===== config.mk =====
export PLATFORM = sky130hd
export DESIGN_NAME = banked_sync_ram
export DESIGN_NICKNAME = d
export VERILOG_FILES = /design/src/rtl/banked_ram_pkg.sv /design/src/rtl/ram_bank.sv /design/src/rtl/banked_sync_ram.sv
export SDC_FILE = /design/constraint.sdc
export NUM_CORES = 2
export LEC_CHECK = 0
export CORE_ASPECT_RATIO = 0.75
export CORE_MARGIN = 3
export CORE_UTILIZATION = 52
export DETAILED_ROUTE_END_ITERATION = 8
export PLACE_DENSITY = 0.67
export SYNTH_ARGS = -nofsm -noshare
export SYNTH_HDL_FRONTEND = slang
export SYNTH_SLANG_ARGS = --single-unit

===== constraint.sdc =====
create_clock -name clk -period 7.3 [get_ports clk]
set_input_delay 1.46 -clock clk [delete_from_list [all_inputs] [get_ports clk]]
set_output_delay 1.46 -clock clk [all_outputs]
set_load 0.05 [all_outputs]

===== src/rtl/banked_ram_pkg.sv =====
// banked_ram_pkg -- shared types and helpers for banked_sync_ram.
//
// Contents:
//   ram_state_e  : controller state (CLEAR sweeps every row to zero after
//                  reset, IDLE serves requests).
//   even_parity  : even-parity bit of a word, zero-extended to PARITY_MAX_W.
//
// Optional feature macro used by the design: BANKED_RAM_PARITY_EN.
package banked_ram_pkg;

  typedef enum logic {
    CLEAR = 1'b0,
    IDLE  = 1'b1
  } ram_state_e;

  // Widest word the parity helper covers. Zero-extension leaves the XOR
  // reduction unchanged, so narrower words are simply cast up.
  localparam int PARITY_MAX_W = 64;

  function automatic logic even_parity(input logic [PARITY_MAX_W-1:0] word);
    return ^word;
  endfunction

endpackage


===== src/rtl/ram_bank.sv =====
// ram_bank -- one single-port synchronous RAM bank.
//
// Parameters:
//   ROW_WIDTH  : row address width, bank holds 2**ROW_WIDTH words
//   WORD_WIDTH : stored word width (data plus optional parity bit)
//
// Ports:
//   clk    in   clock, all activity on the rising edge
//   rst    in   synchronous active-high reset (clears the read register only)
//   en     in   bank enable for this cycle
//   we     in   1 = write wdata at row, 0 = read row into rdata
//   row    in   row address
//   wdata  in   word to write
//   rdata  out  registered read word; holds its value until the next read
module ram_bank #(
  parameter int ROW_WIDTH  = 6,
  parameter int WORD_WIDTH = 8
) (
  input  logic                  clk,
  input  logic                  rst,
  input  logic                  en,
  input  logic                  we,
  input  logic [ROW_WIDTH-1:0]  row,
  input  logic [WORD_WIDTH-1:0] wdata,
  output logic [WORD_WIDTH-1:0] rdata
);

  localparam int ROWS = 1 << ROW_WIDTH;

  logic [WORD_WIDTH-1:0] mem_q [ROWS];
  logic [WORD_WIDTH-1:0] rdata_q;
  logic [WORD_WIDTH-1:0] rdata_d;

  // The read register only moves on a read, so a stalled response stays
  // stable without any extra hold logic upstream.
  always_comb begin
    rdata_d = rdata_q;
    if (en && !we) begin
      rdata_d = mem_q[row];
    end
  end

  always_ff @(posedge clk) begin
    if (en && we) begin
      mem_q[row] <= wdata;
    end
  end

  always_ff @(posedge clk) begin
    if (rst) begin
      rdata_q <= '0;
    end else begin
      rdata_q <= rdata_d;
    end
  end

  assign rdata = rdata_q;

endmodule


===== src/rtl/banked_sync_ram.sv =====
// banked_sync_ram -- banked single-port RAM with valid/ready request and
// response channels, post-reset clear and optional per-word parity.
//
// Address layout: top BANK_BITS of req_addr pick the bank, the remaining
// bits pick the row. After reset the controller spends ROWS cycles writing
// zero to every row of every bank in parallel, then serves requests.
//
// Ports:
//   clk        in   clock
//   rst        in   synchronous active-high reset
//   req_valid  in   request present
//   req_ready  out  request accepted this cycle
//   req_we     in   1 = write, 0 = read
//   req_addr   in   word address
//   req_wdata  in   write data
//   rsp_valid  out  read data available (one cycle after read accept)
//   rsp_ready  in   consumer takes read data
//   rsp_rdata  out  read data
//   rsp_perr   out  parity error on returned word (qualified by rsp_valid)
//   init_done  out  post-reset clear complete
//
// Optional feature: define BANKED_RAM_PARITY_EN to store an even-parity bit
// with every word and check it on read; otherwise rsp_perr is tied low.
module banked_sync_ram
  import banked_ram_pkg::*;
#(
  parameter int ADDR_WIDTH = 8,
  parameter int DATA_WIDTH = 8,
  parameter int BANK_BITS  = 2
) (
  input  logic                  clk,
  input  logic                  rst,
  input  logic                  req_valid,
  output logic                  req_ready,
  input  logic                  req_we,
  input  logic [ADDR_WIDTH-1:0] req_addr,
  input  logic [DATA_WIDTH-1:0] req_wdata,
  output logic                  rsp_valid,
  input  logic                  rsp_ready,
  output logic [DATA_WIDTH-1:0] rsp_rdata,
  output logic                  rsp_perr,
  output logic                  init_done
);

  localparam int NUM_BANKS = 1 << BANK_BITS;
  localparam int ROW_W     = ADDR_WIDTH - BANK_BITS;
`ifdef BANKED_RAM_PARITY_EN
  localparam int WORD_W    = DATA_WIDTH + 1;
`else
  localparam int WORD_W    = DATA_WIDTH;
`endif

  ram_state_e             state_q, state_d;
  logic [ROW_W-1:0]       cnt_q, cnt_d;
  logic                   init_done_q, init_done_d;
  logic                   rsp_valid_q, rsp_valid_d;
  logic [BANK_BITS-1:0]   rsp_bank_q, rsp_bank_d;

  logic [BANK_BITS-1:0]   req_bank;
  logic [ROW_W-1:0]       req_row;
  logic [NUM_BANKS-1:0]   bank_sel;
  logic [NUM_BANKS-1:0]   bank_en;
  logic                   bank_we;
  logic [ROW_W-1:0]       bank_row;
  logic [WORD_W-1:0]      bank_wdata;
  logic [WORD_W-1:0]      bank_rdata [NUM_BANKS];
  logic [WORD_W-1:0]      rsp_word;
  logic                   clearing;
  logic                   xfer;
  logic [WORD_W-1:0]      req_word;

  assign req_bank = req_addr[ADDR_WIDTH-1 -: BANK_BITS];
  assign req_row  = req_addr[ROW_W-1:0];
  assign clearing = (state_q == CLEAR);

  // A new request is taken only when the response slot is free or being
  // drained this same cycle, giving one read per cycle under full flow.
  assign req_ready = (state_q == IDLE) && (!rsp_valid_q || rsp_ready);
  assign xfer      = req_valid && req_ready;

`ifdef BANKED_RAM_PARITY_EN
  assign req_word = {even_parity(PARITY_MAX_W'(req_wdata)), req_wdata};
`else
  assign req_word = req_wdata;
`endif

  // One-hot bank decode.
  always_comb begin
    bank_sel = '0;
    for (int b = 0; b < NUM_BANKS; b++) begin
      bank_sel[b] = (req_bank == BANK_BITS'(b));
    end
  end

  // Bank port steering: during CLEAR every bank writes zero at the sweep
  // row (zero data has zero even parity, so an all-zero word is
  // consistent); afterwards only the addressed bank is enabled.
  always_comb begin
    bank_en    = '0;
    bank_we    = req_we;
    bank_row   = req_row;
    bank_wdata = req_word;
    if (clearing) begin
      bank_en    = '1;
      bank_we    = 1'b1;
      bank_row   = cnt_q;
      bank_wdata = '0;
    end else if (xfer) begin
      bank_en = bank_sel;
    end
  end

  // Controller next state.
  always_comb begin
    state_d     = state_q;
    cnt_d       = cnt_q;
    init_done_d = (state_q == IDLE);
    rsp_valid_d = rsp_valid_q;
    rsp_bank_d  = rsp_bank_q;

    case (state_q)
      CLEAR: begin
        cnt_d = cnt_q + 1'b1;
        if (&cnt_q) begin
          state_d = IDLE;
        end
      end
      IDLE: begin
        if (xfer && !req_we) begin
          rsp_valid_d = 1'b1;
          rsp_bank_d  = req_bank;
        end else if (rsp_ready) begin
          rsp_valid_d = 1'b0;
        end
      end
      default: state_d = CLEAR;
    endcase
  end

  always_ff @(posedge clk) begin
    if (rst) begin
      state_q     <= CLEAR;
      cnt_q       <= '0;
      init_done_q <= 1'b0;
      rsp_valid_q <= 1'b0;
      rsp_bank_q  <= '0;
    end else begin
      state_q     <= state_d;
      cnt_q       <= cnt_d;
      init_done_q <= init_done_d;
      rsp_valid_q <= rsp_valid_d;
      rsp_bank_q  <= rsp_bank_d;
    end
  end

  for (genvar g = 0; g < NUM_BANKS; g++) begin : g_bank
    ram_bank #(
      .ROW_WIDTH  (ROW_W),
      .WORD_WIDTH (WORD_W)
    ) u_bank (
      .clk   (clk),
      .rst   (rst),
      .en    (bank_en[g]),
      .we    (bank_we),
      .row   (bank_row),
      .wdata (bank_wdata),
      .rdata (bank_rdata[g])
    );
  end

  // The bank read registers hold their last read, so the mux select only
  // needs to remember which bank served the outstanding read.
  assign rsp_word  = bank_rdata[rsp_bank_q];
  assign rsp_rdata = rsp_word[DATA_WIDTH-1:0];
  assign rsp_valid = rsp_valid_q;
  assign init_done = init_done_q;

`ifdef BANKED_RAM_PARITY_EN
  assign rsp_perr = rsp_word[DATA_WIDTH] ^ even_parity(PARITY_MAX_W'(rsp_word[DATA_WIDTH-1:0]));
`else
  assign rsp_perr = 1'b0;
`endif

endmodule


Yosys cells after proc, flatten, opt, wreduce, memory -nomap -nowiden --
Memories as Yosys holds them, arrays and structs flattened. A register that Yosys moved wholly into a read port is not among the register bits. Index checks and enable logic that the tools add are counted.
Storage, ports and cells: bits in registers 11, memory bits (writable) 2048, bits of input ports 21, output and inout port bits 12, logic and storage cells 55, memories 4
Memories:
- g_bank[0].u_bank.mem_q | words 64, bits a word 8, read ports 1, clocked after Yosys merged registers in 1, wr ports 1, line ram_bank.sv:30 | logic [WORD_WIDTH-1:0] mem_q [ROWS];
- g_bank[1].u_bank.mem_q | words 64, bits a word 8, read ports 1, clocked after Yosys merged registers in 1, wr ports 1, line ram_bank.sv:30
- g_bank[2].u_bank.mem_q | words 64, bits a word 8, read ports 1, clocked after Yosys merged registers in 1, wr ports 1, line ram_bank.sv:30
- g_bank[3].u_bank.mem_q | words 64, bits a word 8, read ports 1, clocked after Yosys merged registers in 1, wr ports 1, line ram_bank.sv:30
Operators by class: add/subtract/negate cells 1, magnitude comparators 1, eq/ne operators 3, multiplexer cells 20, bitwise operators 1, reduce and logical (&&, ||, !) cells 20
Operators with widths (number):
- two-way mux 8 bit | 3
- binary-select mux 8 bit (select 2 bit) | 1
- two-way mux 1 bit | 13
- logical AND 1 bit | 11
- two-way mux 4 bit | 2
- adder 6 x 1 -> 6 bit, second input constant | 1
- two-way mux 6 bit | 1
- AND reduction 6 bit | 1
- == test 2 bit, second input constant | 2
- AND reduction 2 bit | 2
- greater-or-equal comparator 3 bit, second input constant | 1
- logical NOT 1 bit | 3
- NOT 2 -> 3 bit | 1
- == test 2 x 1 -> 1 bit, second input constant | 1
- logical NOT 2 bit | 1
- nonzero test 2 bit | 1
- logical OR 1 bit | 1

Depth between registers and ports, before layout --
depth in word-level cells 9, mapped depth 11, depth with buffers taken out 7

Cells and area by module --
Synthesis repeated with hierarchy kept, for this count alone.
Unflattened totals: cell total of the unflattened synthesis 4817, area total of the unflattened synthesis 83211.1 um2
By module, submodules not included:
- ram_bank | times used 4, cells each 1183, area each 20576.0 um2, seq. area each 15534.9 um2
- banked_sync_ram | times used 1, cells each 85, area each 907.1 um2, seq. area each 220.2 um2

Worst setup path before layout --
OpenSTA, ideal clock, no wires.
path type input port to flip-flop, from in req_wdata[0], to mem g_bank[0].u_bank.mem_q[0][0] (data pin), data arrival time 4.687 ns, data required time 6.433 ns, path slack 1.746 ns, cell stages on the path 1, path buffers 0, cell sequence and2_1
Between the ends: word-level cells in the longest chain between the ends 1
RTL lines:
- from (decl) | line banked_sync_ram.sv:37 | input logic [DATA_WIDTH-1:0] req_wdata,
- two-way mux 8 bit | line banked_sync_ram.sv:103 | if (clearing) begin
- to (decl) | line ram_bank.sv:30
No other way between the ends.

Final worst setup path --
from in req_addr[2], to reg g_bank[1].u_bank.rdata_q[3], read port of g_bank[1].u_bank.mem_q
Between the ends: word-level cells in the longest chain between the ends 1
RTL lines:
- from (decl) | line banked_sync_ram.sv:36 | input logic [ADDR_WIDTH-1:0] req_addr,
- two-way mux 6 bit | line banked_sync_ram.sv:103
- to (decl) | line ram_bank.sv:31 | logic [WORD_WIDTH-1:0] rdata_q;
No other way between the ends. A chain may end at the register's enable or synchronous reset.

==> results.tsv <==
stage	metric	value	unit
clocking	htree_levels	4	
global_routing	grt_pass1_vias	44000	
pwr	total_power	23.7	mW
placement	place_area	82500	sq um
final_layout	fillers	10900	
worst_setup_path	critical_path.max_fanout	25	
worst_setup_path	worstPathArrival	5.60	ns
sta	skew	0.0265	ns
die	core	149000	sq um
worst_setup_path	start_kind	input pin	
clocking	clk_pin_slew_worst_paths	0.07	ns
placement	portBuffers	31	
routing	vias	46600	
hold_path	min_path_cells	2	
logic_synthesis	avgSynthCellArea	16.6	sq um
logic_synthesis	ys_seq_area_share	79.3	%
routing	routed_wl	218000	microns
logic_synthesis	async_reset_ff_share	0	%
final_layout	final_area	88400	sq um
routing	ant_nets	0	
outcome	outcome	completed	
global_routing	grt-ovfl-total	0	
logic_synthesis	synth_most_common_cell	edfxtp_1	
routing	vias_per_cell	6.63	
final_layout	finalCoreUtilization	59.4	%
pwr	leakage	28.2	nW
sta	grt_setup_unrepaired	no	
worst_setup_path	reg2reg_slack	2.81	ns
clocking	cts_buffers	183	
logic_synthesis	synth_cell_types	53	
hold_path	holdCritPathClass	register to register	
clocking	ctsHoldBuffers	0	
worst_setup_path	worstSetupEndpointType	register	
clocking	clockBufferDepth	3	
placement	hpwl	124000	microns
sta	relSlewSlack	3.43	%
clocking	cts_root_buf	clkbuf_16	
logic_synthesis	synth_top_cell_by_area	edfxtp_1	
logic_synthesis	synthFlopType	edfxtp_1	
die	start_util	52.8	%
placement	place_congestion	0.833	
routing	drtPass1Iterations	6	
global_routing	grt_pass1_wl	314000	microns
worst_setup_path	rr_worst_depth	9	
die	rows	122	
routing	dr.first_iter.drc_count	7564	
logic_synthesis	synth_commonest_cells	2,048 x edfxtp_1, 664 x a22oi_1, 393 x nand2_1, 295 x nor3_1, 212 x a21oi_1	
sta	post-route-min-period	4.94	ns
logic_synthesis	synth.cell_area	78600	sq um
final_layout	seqCellArea	62400	sq um
final_layout	syn_to_final_growth	12.5	%
sta	drv_slew	0	
flow_run	drv_cap	0	
sta	setup_tns	0	ns
logic_synthesis	netlist_instances	4744	
die	die_w	455	microns
routing	drc	0	
sta	hold_viol_final	0	
global_routing	grt_max_degree	203	
logic_synthesis	syn-num-nets	4766	
clocking	cts_tree	done	
global_routing	grt_use_total	27.7	%
logic_synthesis	ys_warn_count	0	
worst_setup_path	crit_required	7.97	ns
die	die_h	343	microns
pwr	pwr_density_cell	268	nW/um^2
clocking	cts_resized	0	
logic_synthesis	synth.top_cell.area_share	78.2	%
sta	finalSetupViolations	0	
die	die-area	156000	sq um
pwr	ir_drop	0.000226	V
global_routing	antenna_found_initial	8	
clocking	clock_latency	0.82	ns
hold_path	hp-start	rsp_valid$_SDFFE_PP0P_	
logic_synthesis	ys_ff_latch	2091	
final_layout	drive_gt1_share	12.4	%
routing	post_drt_wl_per_cell	31.0	microns
clocking	cts_sinks	2091	
sta	fin_crit_sh	67.6	%
die	io_pins	33	
sta	max_freq	0.203	GHz
hold_path	whs_endpoint	rsp_valid$_SDFFE_PP0P_	
logic_synthesis	synth_edf_count	2048	
logic_synthesis	synth_area_leaders	edfxtp_1 78%, a22oi_1 6.3%, mux2i_1 2.0%	
clocking	postCtsSetupRepairBufs	0	
final_layout	multiInputGateArea	14900	sq um
worst_setup_path	path_class	input pin to register	
worst_setup_path	r2r_end	g_bank[1].u_bank.rdata[3]$_SDFFE_PP0P_	
final_layout	layout.nets	4917	
worst_setup_path	reg2reg_from	init_done_d$_SDFF_PP0_	
sta	tightest_slew	1.44	ns
[cell type report]
type                            count  share of cell area [%]
Antenna cell                        2                 0.00566
Clock buffer                      239                    5.63
Clock inverter                     99                   0.985
Inverter                            1                 0.00424
Multi-Input combinational cell   2290                    16.9
Sequential cell                  2091                    70.5
Tap cell                         1984                    2.81
Timing Repair Buffer              328                    3.17
[registers in the layout, summed over array words and instances (netlist names)]
signal / cells
g_bank.u_bank.rdata: 32
cnt_q: 6
rsp_valid: 1
init_done_d: 1
rsp_bank_q: 2
init_done: 1
g_bank.u_bank.mem_q: 2048
[worst max path at each step]
stage	start	endpoint	slack [ns]	cells past startpoint
3_5_place_dp	req_addr[1]	g_bank[1].u_bank.rdata[3]$_SDFFE_PP0P_	1.70	9
4_1_cts	req_addr[1]	g_bank[1].u_bank.rdata[3]$_SDFFE_PP0P_	2.58	9
3_3_place_gp	req_addr[1]	g_bank[1].u_bank.rdata[3]$_SDFFE_PP0P_	1.73	9
2_1_floorplan	req_wdata[0]	g_bank[0].u_bank.mem_q[0][0]$_DFFE_PP_	1.75	1
5_1_grt	req_addr[1]	g_bank[1].u_bank.rdata[3]$_SDFFE_PP0P_	2.28	9
6_report	req_addr[2]	g_bank[1].u_bank.rdata[3]$_SDFFE_PP0P_	2.36	9
[worst max-delay path: stages]
cell and delay, ns:
clkdlybuf4s50_1 0.64, nor2_1 0.12, a21oi_4 0.59, buf_4 0.51, a21oi_1 0.09, nor4_1 0.86
o21ai_0 0.38, nor4_1 0.72, a311oi_1 0.20
[where the power goes]
| group | leakage (nW) | total (mW) | switching (mW) | internal [mW] |
|---|---|---|---|---|
| combinational | 4.78 | 1.07 | 0.770 | 0.296 |
| sequential | 20.5 | 13.1 | 0.0205 | 13.0 |
| clock | 2.88 | 9.59 | 4.29 | 5.30 |
[stage by stage]
step                setup WS, ns  hold slack (ns)  std cells
finish                      2.36            0.540       7034
global route                2.28            0.581       7032
CTS                         2.58            0.544       7027
detailed placement          1.70            0.532       6689
global placement            1.73            0.504       6689
floorplan                   1.75            0.465       4744
[cells by family (layout without fill, tap and decap cells)]
kind of cell	Yosys count	count (layout)	share of synthesized area (%)
muxes	175	175	2.37
adders and majority gates	1	1	0.0159
DFF	2091	2091	79.3
buffers and inverters	363	667	2.02
xor gates and xnor gates	4	4	0.0446
other	1	3	0.00477
AOI/OAI and AO/OA	1253	1253	11.4
and+or+nand+nor	856	856	4.88
[cell usage in the layout (no fill, tap or decap), types with 43 or more instances in the layout]
master	count
nor3_1	281
a21oi_1	211
clkbuf_1	43
nand2_1	385
clkbuf_16	188
edfxtp_1	2048
a22oi_1	664
o22ai_1	91
nor4_1	60
a41oi_1	156
buf_4	273
nor2_1	66
mux2i_1	159
[layer usage]
metal  up-vias  part of all wire (%)  global-route usage, %
li1      19600                     -                      -
met1     23600                    41                   42.2
met2      3028                    44                   39.9
met3       413                    12                   6.12
met4         4                   3.2                   8.96
met5         -                 0.013                      0
Power figures use the tool's default switching activity.
